===== src/rtl/cpu_types_pkg.sv =====
// Shared CPU types: bus word, RAM status and the memory-arbiter FSM states.
package cpu_types_pkg;
  typedef logic [31:0] word_t;

  typedef enum logic [1:0] {
    FREE   = 2'd0,
    BUSY   = 2'd1,
    ACCESS = 2'd2,
    ERROR  = 2'd3
  } ramstate_t;

  typedef enum logic [2:0] {
    IDLE   = 3'd0,
    IACC   = 3'd1,
    DACC   = 3'd2,
    IRETRY = 3'd3,
    DRETRY = 3'd4
  } arb_state_t;
endpackage


===== src/rtl/mem_arbiter_if.sv =====
// Requester-side and RAM-side signals of the memory arbiter.
interface mem_arbiter_if;
  import cpu_types_pkg::*;

  logic      iREN;
  word_t     iaddr;
  logic      dREN;
  logic      dWEN;
  word_t     daddr;
  word_t     dstore;
  ramstate_t ramstate;
  word_t     ramload;
  logic      iwait;
  logic      dwait;
  word_t     iload;
  word_t     dload;
  logic      ramREN;
  logic      ramWEN;
  word_t     ramaddr;
  word_t     ramstore;

  modport arb (
    input  iREN, iaddr, dREN, dWEN, daddr, dstore, ramstate, ramload,
    output iwait, dwait, iload, dload, ramREN, ramWEN, ramaddr, ramstore
  );

  modport tb (
    output iREN, iaddr, dREN, dWEN, daddr, dstore, ramstate, ramload,
    input  iwait, dwait, iload, dload, ramREN, ramWEN, ramaddr, ramstore
  );
endinterface


===== src/rtl/mem_arbiter.sv =====
// Single-port RAM arbiter: data has priority, a streak counter bounds how long
// a pending instruction fetch can be passed over.
module mem_arbiter
  import cpu_types_pkg::*;
#(
  parameter int DSTREAK_MAX = 4
) (
  input  logic         CLK,
  input  logic         nRST,
  mem_arbiter_if.arb   bus
);
  localparam int            SW    = $clog2(DSTREAK_MAX + 1);
  localparam logic [SW-1:0] L_MAX = SW'(DSTREAK_MAX);

  arb_state_t    r_state;
  logic [SW-1:0] r_dstreak;

  logic w_dreq, w_acc, w_err, w_idone, w_ddone;

  assign w_dreq  = bus.dREN | bus.dWEN;
  assign w_acc   = (bus.ramstate == ACCESS);
  assign w_err   = (bus.ramstate == ERROR);
  // A dropped request never completes, even if the RAM reports ACCESS.
  assign w_idone = (r_state == IACC) && bus.iREN && w_acc;
  assign w_ddone = (r_state == DACC) && w_dreq   && w_acc;

  always_ff @(posedge CLK) begin
    if (!nRST) begin
      r_state   <= IDLE;
      r_dstreak <= '0;
    end else begin
      if (!bus.iREN || w_idone)
        r_dstreak <= '0;
      else if (w_ddone && (r_dstreak != L_MAX))
        r_dstreak <= r_dstreak + SW'(1);

      case (r_state)
        IDLE: begin
          if (w_dreq && (r_dstreak < L_MAX)) r_state <= DACC;
          else if (bus.iREN)                 r_state <= IACC;
          else if (w_dreq)                   r_state <= DACC;
        end
        IACC: begin
          if (!bus.iREN || w_acc) r_state <= IDLE;
          else if (w_err)         r_state <= IRETRY;
        end
        DACC: begin
          if (!w_dreq || w_acc) r_state <= IDLE;
          else if (w_err)       r_state <= DRETRY;
        end
        IRETRY:  r_state <= bus.iREN ? IACC : IDLE;
        DRETRY:  r_state <= w_dreq   ? DACC : IDLE;
        default: r_state <= IDLE;
      endcase
    end
  end

  always_comb begin
    bus.ramREN   = 1'b0;
    bus.ramWEN   = 1'b0;
    bus.ramaddr  = '0;
    bus.ramstore = '0;
    case (r_state)
      IACC: begin
        bus.ramREN  = 1'b1;
        bus.ramaddr = bus.iaddr;
      end
      DACC: begin
        bus.ramREN   = bus.dREN;
        bus.ramWEN   = bus.dWEN;
        bus.ramaddr  = bus.daddr;
        bus.ramstore = bus.dstore;
      end
      default: ;
    endcase
  end

  assign bus.iwait = ~w_idone;
  assign bus.dwait = ~w_ddone;
  assign bus.iload = bus.ramload;
  assign bus.dload = bus.ramload;
endmodule


===== src/flat_wrapper.sv =====
// flat-port wrapper written by rule: the top's interface ports become plain ports
module mem_arbiter_flat import cpu_types_pkg::*;
#(
  parameter int DSTREAK_MAX = 4
)
  (CLK, nRST, bus_iREN, bus_iaddr, bus_dREN, bus_dWEN, bus_daddr, bus_dstore, bus_ramstate, bus_ramload, bus_iwait, bus_dwait, bus_iload, bus_dload, bus_ramREN, bus_ramWEN, bus_ramaddr, bus_ramstore);
  mem_arbiter_if bus_i ();
  input  logic CLK;
  input  logic nRST;
  input wire logic [$bits(bus_i.iREN)-1:0] bus_iREN;
  input wire logic [$bits(bus_i.iaddr)-1:0] bus_iaddr;
  input wire logic [$bits(bus_i.dREN)-1:0] bus_dREN;
  input wire logic [$bits(bus_i.dWEN)-1:0] bus_dWEN;
  input wire logic [$bits(bus_i.daddr)-1:0] bus_daddr;
  input wire logic [$bits(bus_i.dstore)-1:0] bus_dstore;
  input wire logic [$bits(bus_i.ramstate)-1:0] bus_ramstate;
  input wire logic [$bits(bus_i.ramload)-1:0] bus_ramload;
  output wire logic [$bits(bus_i.iwait)-1:0] bus_iwait;
  output wire logic [$bits(bus_i.dwait)-1:0] bus_dwait;
  output wire logic [$bits(bus_i.iload)-1:0] bus_iload;
  output wire logic [$bits(bus_i.dload)-1:0] bus_dload;
  output wire logic [$bits(bus_i.ramREN)-1:0] bus_ramREN;
  output wire logic [$bits(bus_i.ramWEN)-1:0] bus_ramWEN;
  output wire logic [$bits(bus_i.ramaddr)-1:0] bus_ramaddr;
  output wire logic [$bits(bus_i.ramstore)-1:0] bus_ramstore;
  assign bus_i.iREN = bus_iREN;
  assign bus_i.iaddr = bus_iaddr;
  assign bus_i.dREN = bus_dREN;
  assign bus_i.dWEN = bus_dWEN;
  assign bus_i.daddr = bus_daddr;
  assign bus_i.dstore = bus_dstore;
  assign bus_i.ramstate = bus_ramstate;
  assign bus_i.ramload = bus_ramload;
  assign bus_iwait = bus_i.iwait;
  assign bus_dwait = bus_i.dwait;
  assign bus_iload = bus_i.iload;
  assign bus_dload = bus_i.dload;
  assign bus_ramREN = bus_i.ramREN;
  assign bus_ramWEN = bus_i.ramWEN;
  assign bus_ramaddr = bus_i.ramaddr;
  assign bus_ramstore = bus_i.ramstore;
  mem_arbiter #(.DSTREAK_MAX(DSTREAK_MAX)) u_core (.CLK(CLK), .nRST(nRST), .bus(bus_i));
endmodule

===== config.mk =====
export PLATFORM = sky130hd
export DESIGN_NAME = mem_arbiter_flat
export DESIGN_NICKNAME = d
export VERILOG_FILES = /design/src/rtl/cpu_types_pkg.sv /design/src/rtl/mem_arbiter_if.sv /design/src/rtl/mem_arbiter.sv /design/src/flat_wrapper.sv
export SDC_FILE = /design/constraint.sdc
export NUM_CORES = 1
export LEC_CHECK = 0
export CORE_AREA = 2 2 104 106
export DETAILED_ROUTE_END_ITERATION = 10
export DIE_AREA = 0 0 106 108
export PLACE_DENSITY_LB_ADDON = 0.12
export SLEW_MARGIN = 20
export SYNTH_ARGS = -nofsm -noshare
export SYNTH_HDL_FRONTEND = slang
export SYNTH_SLANG_ARGS = --single-unit

===== constraint.sdc =====
create_clock -name CLK -period 3.2 [get_ports CLK]
set_input_delay 0.64 -clock CLK [delete_from_list [all_inputs] [get_ports CLK]]
set_output_delay 0.64 -clock CLK [all_outputs]
set_load 0.005 [all_outputs]

==> summary.md, run 1 <==
| Metric | Value |
|---|---|
| Status | finished clean |
| Via count | 1669 |
| Post-Syn Nets | 330 |
| Area occupied by multi-input gates | 798 um2 |
| Static leakage | 1.04 nW |
| WL per Instance | 14.7 um |
| Post-cts sizing count | 0 |
| Critical Path Sink Type | primary output |
| H-tree levels | 1 |
| Max frequency | 0.351 GHz |
| Initial Util | 14.3% |
| Post-CTS setup buffers | 0 |
| Die Wd | 106 um |
| First drt pass iteration count | 4 |
| # hold bufs at CTS | 0 |
| Core area | 10200 um2 |
| CTS tree | built |
| Place WS | 385 ps |
| Synth top area cells | buf_4 33%, a22o_1 19%, and2_1 15% |
| Gpl congestion | 0.785 |
| Reg clk slew, reported paths | 40 ps |
| Crit Path Class | reg -> out |
| Fin crit share | 88.9% |
| Initial antenna violation count | 0 |
| Syn avg cell area | 7.60 um2 |
| Setup TNS | 0 ps |
| Clk_skew | 0.993 ps |
| Reg-to-reg startpoint | u_core.r_state[1] |
| Crit path max fanout | 16 |
| First-pass GRT wire length | 8.91 mm |
| Number of max-cap violations | 0 |
| Post-Synth Simple-Gate Area | 26.5% |
| Gr usage total | 10.1% |
| Final Core Density | 28.1% |
| Clock insertion delay at the later pin of the skew report | 230 ps |
| Die ar. | 11400 um2 |
| Vias in the first global route | 1619 |
| Startpoint types | flip-flop |
| Clock root buffer | clkbuf_8 |
| WP data required | 2560 ps |
| Ys flop type | dfxtp_1 |
| Crit-path cells | nor3b_4 > buf_4 > a22o_1 > clkdlybuf4s50_1 |
| Final Hold Fails | 0 |
| Final hold slack | 484 ps |
| Final setup fails | 0 |
| Mux cell area share after synthesis | 0.682% |
| DRT antenna net count | 0 |
| Rows | 37 |
| Clk buf depth | 2 |
| Final WL | 6.28 mm |
| Fraction of registers with async set/reset | 0% |
| Seq. cell area | 120 um2 |
| Top cell type's share of synthesized area | 33.2% |
| I/O pin count | 267 |
| Worst R2R Path Depth | 6 |
| Hold Crit Class | reg -> reg |
| Crit path time final | 2850 ps |
| DP HPWL | 5.21 mm |
| Largest net degree at the start of global routing | 69 |
| Slew margin rel. | 69.1% |
| Unrepaired setup endpoints after global routing | no |
| Final worst slack | 355 ps |
| Post-synthesis compound-gate area fraction | 24.5% |
| Sink Count | 6 |
| TritonCTS buffer count | 3 |
| Slowest stage delay, CP | 500 ps |
| Post-Synthesis Cells | 193 |
| Antenna Cells | 0 |
| Crit path DAT | 2210 ps |
| 1st-iter DRT viols | 113 |
| Reg-to-reg slack, setup | 1360 ps |
| Slowest stage cell, crit path | dfxtp_1 |
| Vias/cell | 3.90 |
| Worst setup path start | u_core.r_state[0] |
| Synth unique cells | 32 |
| Gr ovfl total | 0 |
| DRC Markers | 0 |
| Register bit total from synthesis | 6 |
| Chip height | 108 um |
| Post-synthesis xor/xnor area fraction | 0.597% |
| Synthesized area | 1470 um2 |
| Power Dens Cells | 229 nW/um2 |
| Seq/Total Area, Yosys | 8.18% |
| R2r endpoint | u_core.r_dstreak[0] |
| Yosys warning count | 0 |
| Final-layout fill cell count | 1111 |
| Synth Area in Adders | 1.71% |
| PortBufs | 170 |
| Leading area contributor after synthesis | buf_4 |
| Worst slew pin tran | 463 ps |
| Largest family of logic cells by synthesized area | buffers and inverters |
| Layout cell share with drive strength beyond 1 | 4.11% |
| Final count of pins violating max slew | 0 |
| Area grow syn2layout | 96.1% |
| Final net count | 431 |
| Post-synth EDFFs | 0 |
| Peak supply drop | 0.102 mV |
| Crit path capture | bus_ramaddr[28] |
-- metrics by stage --
stage          instances  power [W]  instance area (um2)
4_1_cts              428   0.000676                 2880
2_1_floorplan        193   0.000298                 1470
3_5_place_dp         425   0.000554                 2840
3_3_place_gp         425   0.000557                 2840
6_report             428   0.000660                 2880
5_1_grt              428   0.000706                 2880
-- kinds of logic (layout without fill, tap and decap cells) --
group | Yosys count | in the layout
adder cells (fa/ha/maj) | 2 | 2
XOR/XNOR | 1 | 1
multiplexers | 1 | 1
buffers and inverters | 80 | 179
AND/OR/NAND/NOR | 59 | 59
flip-flops | 6 | 6
AO/OA/AOI/OAI | 44 | 44
-- power breakdown --
| group | total (W) | switching, W | leakage, nW | internal, W |
|---|---|---|---|---|
| clock | 0.000115 | 0.0000343 | 0.0216 | 0.0000809 |
| sequential | 0.0000874 | 0.00000878 | 0.0488 | 0.0000786 |
| combinational | 0.000457 | 0.000140 | 0.968 | 0.000317 |
-- placed cells by master, fill, tap and decap left out --
cell | synthesis | layout
nor4b_1 | 1 | 1
dfxtp_1 | 6 | 6
clkdlybuf4s50_1 | 0 | 170
ha_1 | 2 | 2
nor2_4 | 1 | 1
mux2i_1 | 1 | 1
o32ai_1 | 1 | 1
o32a_1 | 1 | 1
and2_1 | 35 | 35
nand2_2 | 1 | 1
a21o_1 | 2 | 2
o21ai_0 | 2 | 2
nor3_1 | 1 | 1
nand2b_1 | 1 | 1
nor3_2 | 1 | 1
nor2_1 | 4 | 4
inv_1 | 3 | 3
clkbuf_8 | 0 | 3
o31ai_1 | 1 | 1
buf_12 | 0 | 1
xnor2_1 | 1 | 1
and4b_1 | 1 | 1
nor2b_1 | 3 | 3
nand3_1 | 2 | 2
nor3b_4 | 2 | 3
a211oi_1 | 1 | 1
a22o_1 | 32 | 32
a21oi_1 | 3 | 3
buf_4 | 65 | 2
o21ai_1 | 1 | 1
nand2_1 | 5 | 5
-- layer usage --
layer / up-vias / GRT usage (%) / wire, um
li1: 797 / - / -
met1: 714 / 9.95 / 1990
met2: 138 / 19.2 / 3360
met3: 20 / 4.10 / 820
met4: 0 / 3.01 / 112
met5: - / 0 / 0
-- cell usage after synthesis, types with 2 or more instances --
| cell | n |
|---|---|
| nand3_1 | 2 |
| a22o_1 | 32 |
| a21o_1 | 2 |
| inv_1 | 3 |
| buf_2 | 6 |
| clkbuf_1 | 3 |
| nand2_1 | 5 |
| buf_4 | 65 |
| nor3b_4 | 2 |
| dfxtp_1 | 6 |
| ha_1 | 2 |
| and2_1 | 35 |
| clkbuf_2 | 3 |
| a21oi_1 | 3 |
| nor2_1 | 4 |
| o21ai_0 | 2 |
| nor2b_1 | 3 |
-- worst min-delay path by stage --
stage	slack (ps)	to	startpoint	cells past startpoint
after detailed placement	480	u_core.r_dstreak[1]	u_core.r_dstreak[1]	2
after floorplan	450	u_core.r_dstreak[1]	u_core.r_dstreak[1]	2
after global routing	520	u_core.r_dstreak[1]	u_core.r_dstreak[1]	2
after global placement	470	u_core.r_dstreak[1]	u_core.r_dstreak[1]	2
after CTS	480	u_core.r_dstreak[1]	u_core.r_dstreak[1]	2
final	480	u_core.r_dstreak[1]	u_core.r_dstreak[1]	2
-- state kept, by name (all words and copies together), names as in the netlist --
name	flops
u_core.r_dstreak	3
u_core.r_state	3
-- layout make-up --
class | instances | area share [%]
clock buffers | 3 | 1.43
repair buffers | 173 | 60.3
multi-input cells | 107 | 27.7
well taps | 136 | 5.91
flip-flops and latches | 6 | 4.17
inverters | 3 | 0.391
-- critical path, delay by kind of cell, from the launching register on --
family,cells,cell delay [ps]
AO/OA/AOI/OAI,1,160
buffers and inverters,2,810
flip-flops,1,500
AND/OR/NAND/NOR,1,500
(Power assumes the default switching activity.)
==> run 2, diff against run 1 <==
--- a/config.mk
+++ b/config.mk
@@ -5,9 +5,10 @@
 export SDC_FILE = /design/constraint.sdc
 export NUM_CORES = 1
 export LEC_CHECK = 0
-export CORE_AREA = 2 2 104 106
+export CORE_AREA = 8 8 96 98
 export DETAILED_ROUTE_END_ITERATION = 10
-export DIE_AREA = 0 0 106 108
+export DIE_AREA = 0 0 104 106
+export GPL_TIMING_DRIVEN = 1
 export PLACE_DENSITY_LB_ADDON = 0.12
 export SLEW_MARGIN = 20
 export SYNTH_ARGS = -nofsm -noshare
==> run 2 against run 1 <==
  * Cell area shrank 1.5%
  * Via count rose by 1.4%
  * Register-to-register slack gained 260 ps
  * Critical endpoint is now bus_ramaddr[26]
  * Clock skew increased by 1.6 ps
  * Combinational power hardly changed
  * Clock power is essentially flat
  * Largest cell class unchanged
  * Global-route usage up 2.2 points
  * Sequential cell count unchanged
  * Critical path depth is the same
  * Worst hold slack got worse by 7.8 ps
==> summary.md, run 2 (synthesis gave the netlist of run 1 again) <==
| Metric | Value |
|---|---|
| Antenna Cells | 0 |
| Slew margin rel. | 75.4% |
| Final Core Density | 36.1% |
| WL per Instance | 18.3 um |
| Commonest non-fill, non-tap cell in the layout | clkdlybuf4s50_1 |
| DP HPWL | 6.28 mm |
| Vias/cell | 4.25 |
| Unrepaired setup endpoints after global routing | no |
| Setup TNS | 0 ps |
| Die ar. | 11000 um2 |
| Grt peak-use layer | met2 |
| Vias in the first global route | 1776 |
| Rows | 33 |
| DRT antenna net count | 0 |
| WP data required | 2560 ps |
| First-pass GRT wire length | 10.7 mm |
| Crit path max fanout | 44 |
| Hold Crit Class | reg -> reg |
| Crit path time final | 2810 ps |
| Die Wd | 104 um |
| Crit Path Class | reg -> out |
| # hold bufs at CTS | 0 |
| Sink Count | 6 |
| Via count | 1692 |
| Startpoint types | flip-flop |
| Post-cts sizing count | 0 |
| Final count of pins violating max slew | 0 |
| Largest net degree at the start of global routing | 45 |
| Power Dens Cells | 232 nW/um2 |
| Worst slew pin tran | 369 ps |
| Critical Path Sink Type | primary output |
| Fin crit share | 87.8% |
| Post-CTS setup buffers | 0 |
| Grt met3 use | 6.53% |
| Reg clk slew, reported paths | 40 ps |
| Peak supply drop | 0.103 mV |
| TritonCTS buffer count | 3 |
| 1st-iter DRT viols | 32 |
| CTS tree | built |
| Largest regs | u_core.r_dstreak (3), u_core.r_state (3) |
| Status | finished clean |
| Clock insertion delay at the later pin of the skew report | 220 ps |
| Met2 Use GR | 21.8% |
| Layout cell share with drive strength beyond 1 | 4.44% |
| Met1 Use GR | 12.0% |
| Worst Path Buf+Inv | 2 |
| DRC Markers | 0 |
| Final Hold Fails | 0 |
| Crit path max-delay family | buffers and inverters |
| Crit-path cells | nor3b_4 > buf_4 > a22o_1 > clkdlybuf4s50_1 |
| Slowest stage delay, CP | 530 ps |
| Final net count | 432 |
| Initial Util | 18.7% |
| Initial antenna violation count | 0 |
| Clk buf depth | 2 |
| Slowest stage cell, crit path | clkdlybuf4s50_1 |
| Most frequent cells in the layout | 170 x clkdlybuf4s50_1, 35 x and2_1, 32 x a22o_1 |
| I/O pin count | 267 |
| Clk_skew | 2.58 ps |
| Seq. cell area | 120 um2 |
| Number of max-cap violations | 0 |
| Core area | 7850 um2 |
| Final-layout fill cell count | 824 |
| Final setup fails | 0 |
| Final WL | 7.28 mm |
| Max frequency | 0.356 GHz |
| Clock root buffer | clkbuf_8 |
| Chip height | 106 um |
| Area grow syn2layout | 93.1% |
| Area occupied by multi-input gates | 798 um2 |
| PortBufs | 170 |
| H-tree levels | 1 |
| Final hold slack | 476 ps |
| Crit path DAT | 2170 ps |
| Gr usage total | 12.3% |
| Gr ovfl total | 0 |
| First drt pass iteration count | 4 |
| Static leakage | 1.04 nW |
| Gpl congestion | 0.790 |
[run 2: changes by cell type in the layout (fill, tap and decap cells not counted), sizes merged]
cell | previous run | this run
buf | 3 | 4
[run 2: final timing paths]
path,to,from,slack [ps],depth (start not counted)
worst max-delay path,bus_ramaddr[26],u_core.r_state[1],390,4
worst min-delay path,u_core.r_dstreak[1],u_core.r_dstreak[1],480,2
worst max register to register,u_core.r_state[1],u_core.r_state[1],1620,5
worst min register to register,u_core.r_dstreak[1],u_core.r_dstreak[1],480,2
[run 2: layout make-up]
class	count	area share [%]
clock buffer	3	1.46
timing repair buffer	174	61.1
sequential	6	4.24
inverter	3	0.397
multi-input combinational	107	28.2
tap	105	4.64
[run 2: stage by stage]
| step | power (W) | std cells | worst slack, ps | cell area [um2] |
|---|---|---|---|---|
| after floorplan | 0.000298 | 193 | 1380 | 1470 |
| after global placement | 0.000553 | 395 | 426 | 2790 |
| after detailed placement | 0.000554 | 395 | 420 | 2790 |
| after CTS | 0.000670 | 398 | 351 | 2830 |
| after global routing | 0.000702 | 398 | 233 | 2830 |
| final | 0.000656 | 398 | 390 | 2830 |
[run 2: tightest hold or removal path: stages, from the launching register on]
cell,delay [ps]
dfxtp_1,310
nand2_1,60
a21oi_1,60
[run 2: routing by layer]
metal  part of all wire [%]  wire length, um  vias up
li1                       -                -      798
met1                     35             2550      740
met2                     50             3620      128
met3                     13              932       26
met4                    2.5              182        0
met5                      0                0        -
[run 2: report_power, final]
part	total [W]	switching [W]	internal, W	leakage (nW)
Sequential	0.0000872	0.00000855	0.0000786	0.0488
Combinational	0.000457	0.000142	0.000315	0.969
Clock	0.000112	0.0000313	0.0000807	0.0216
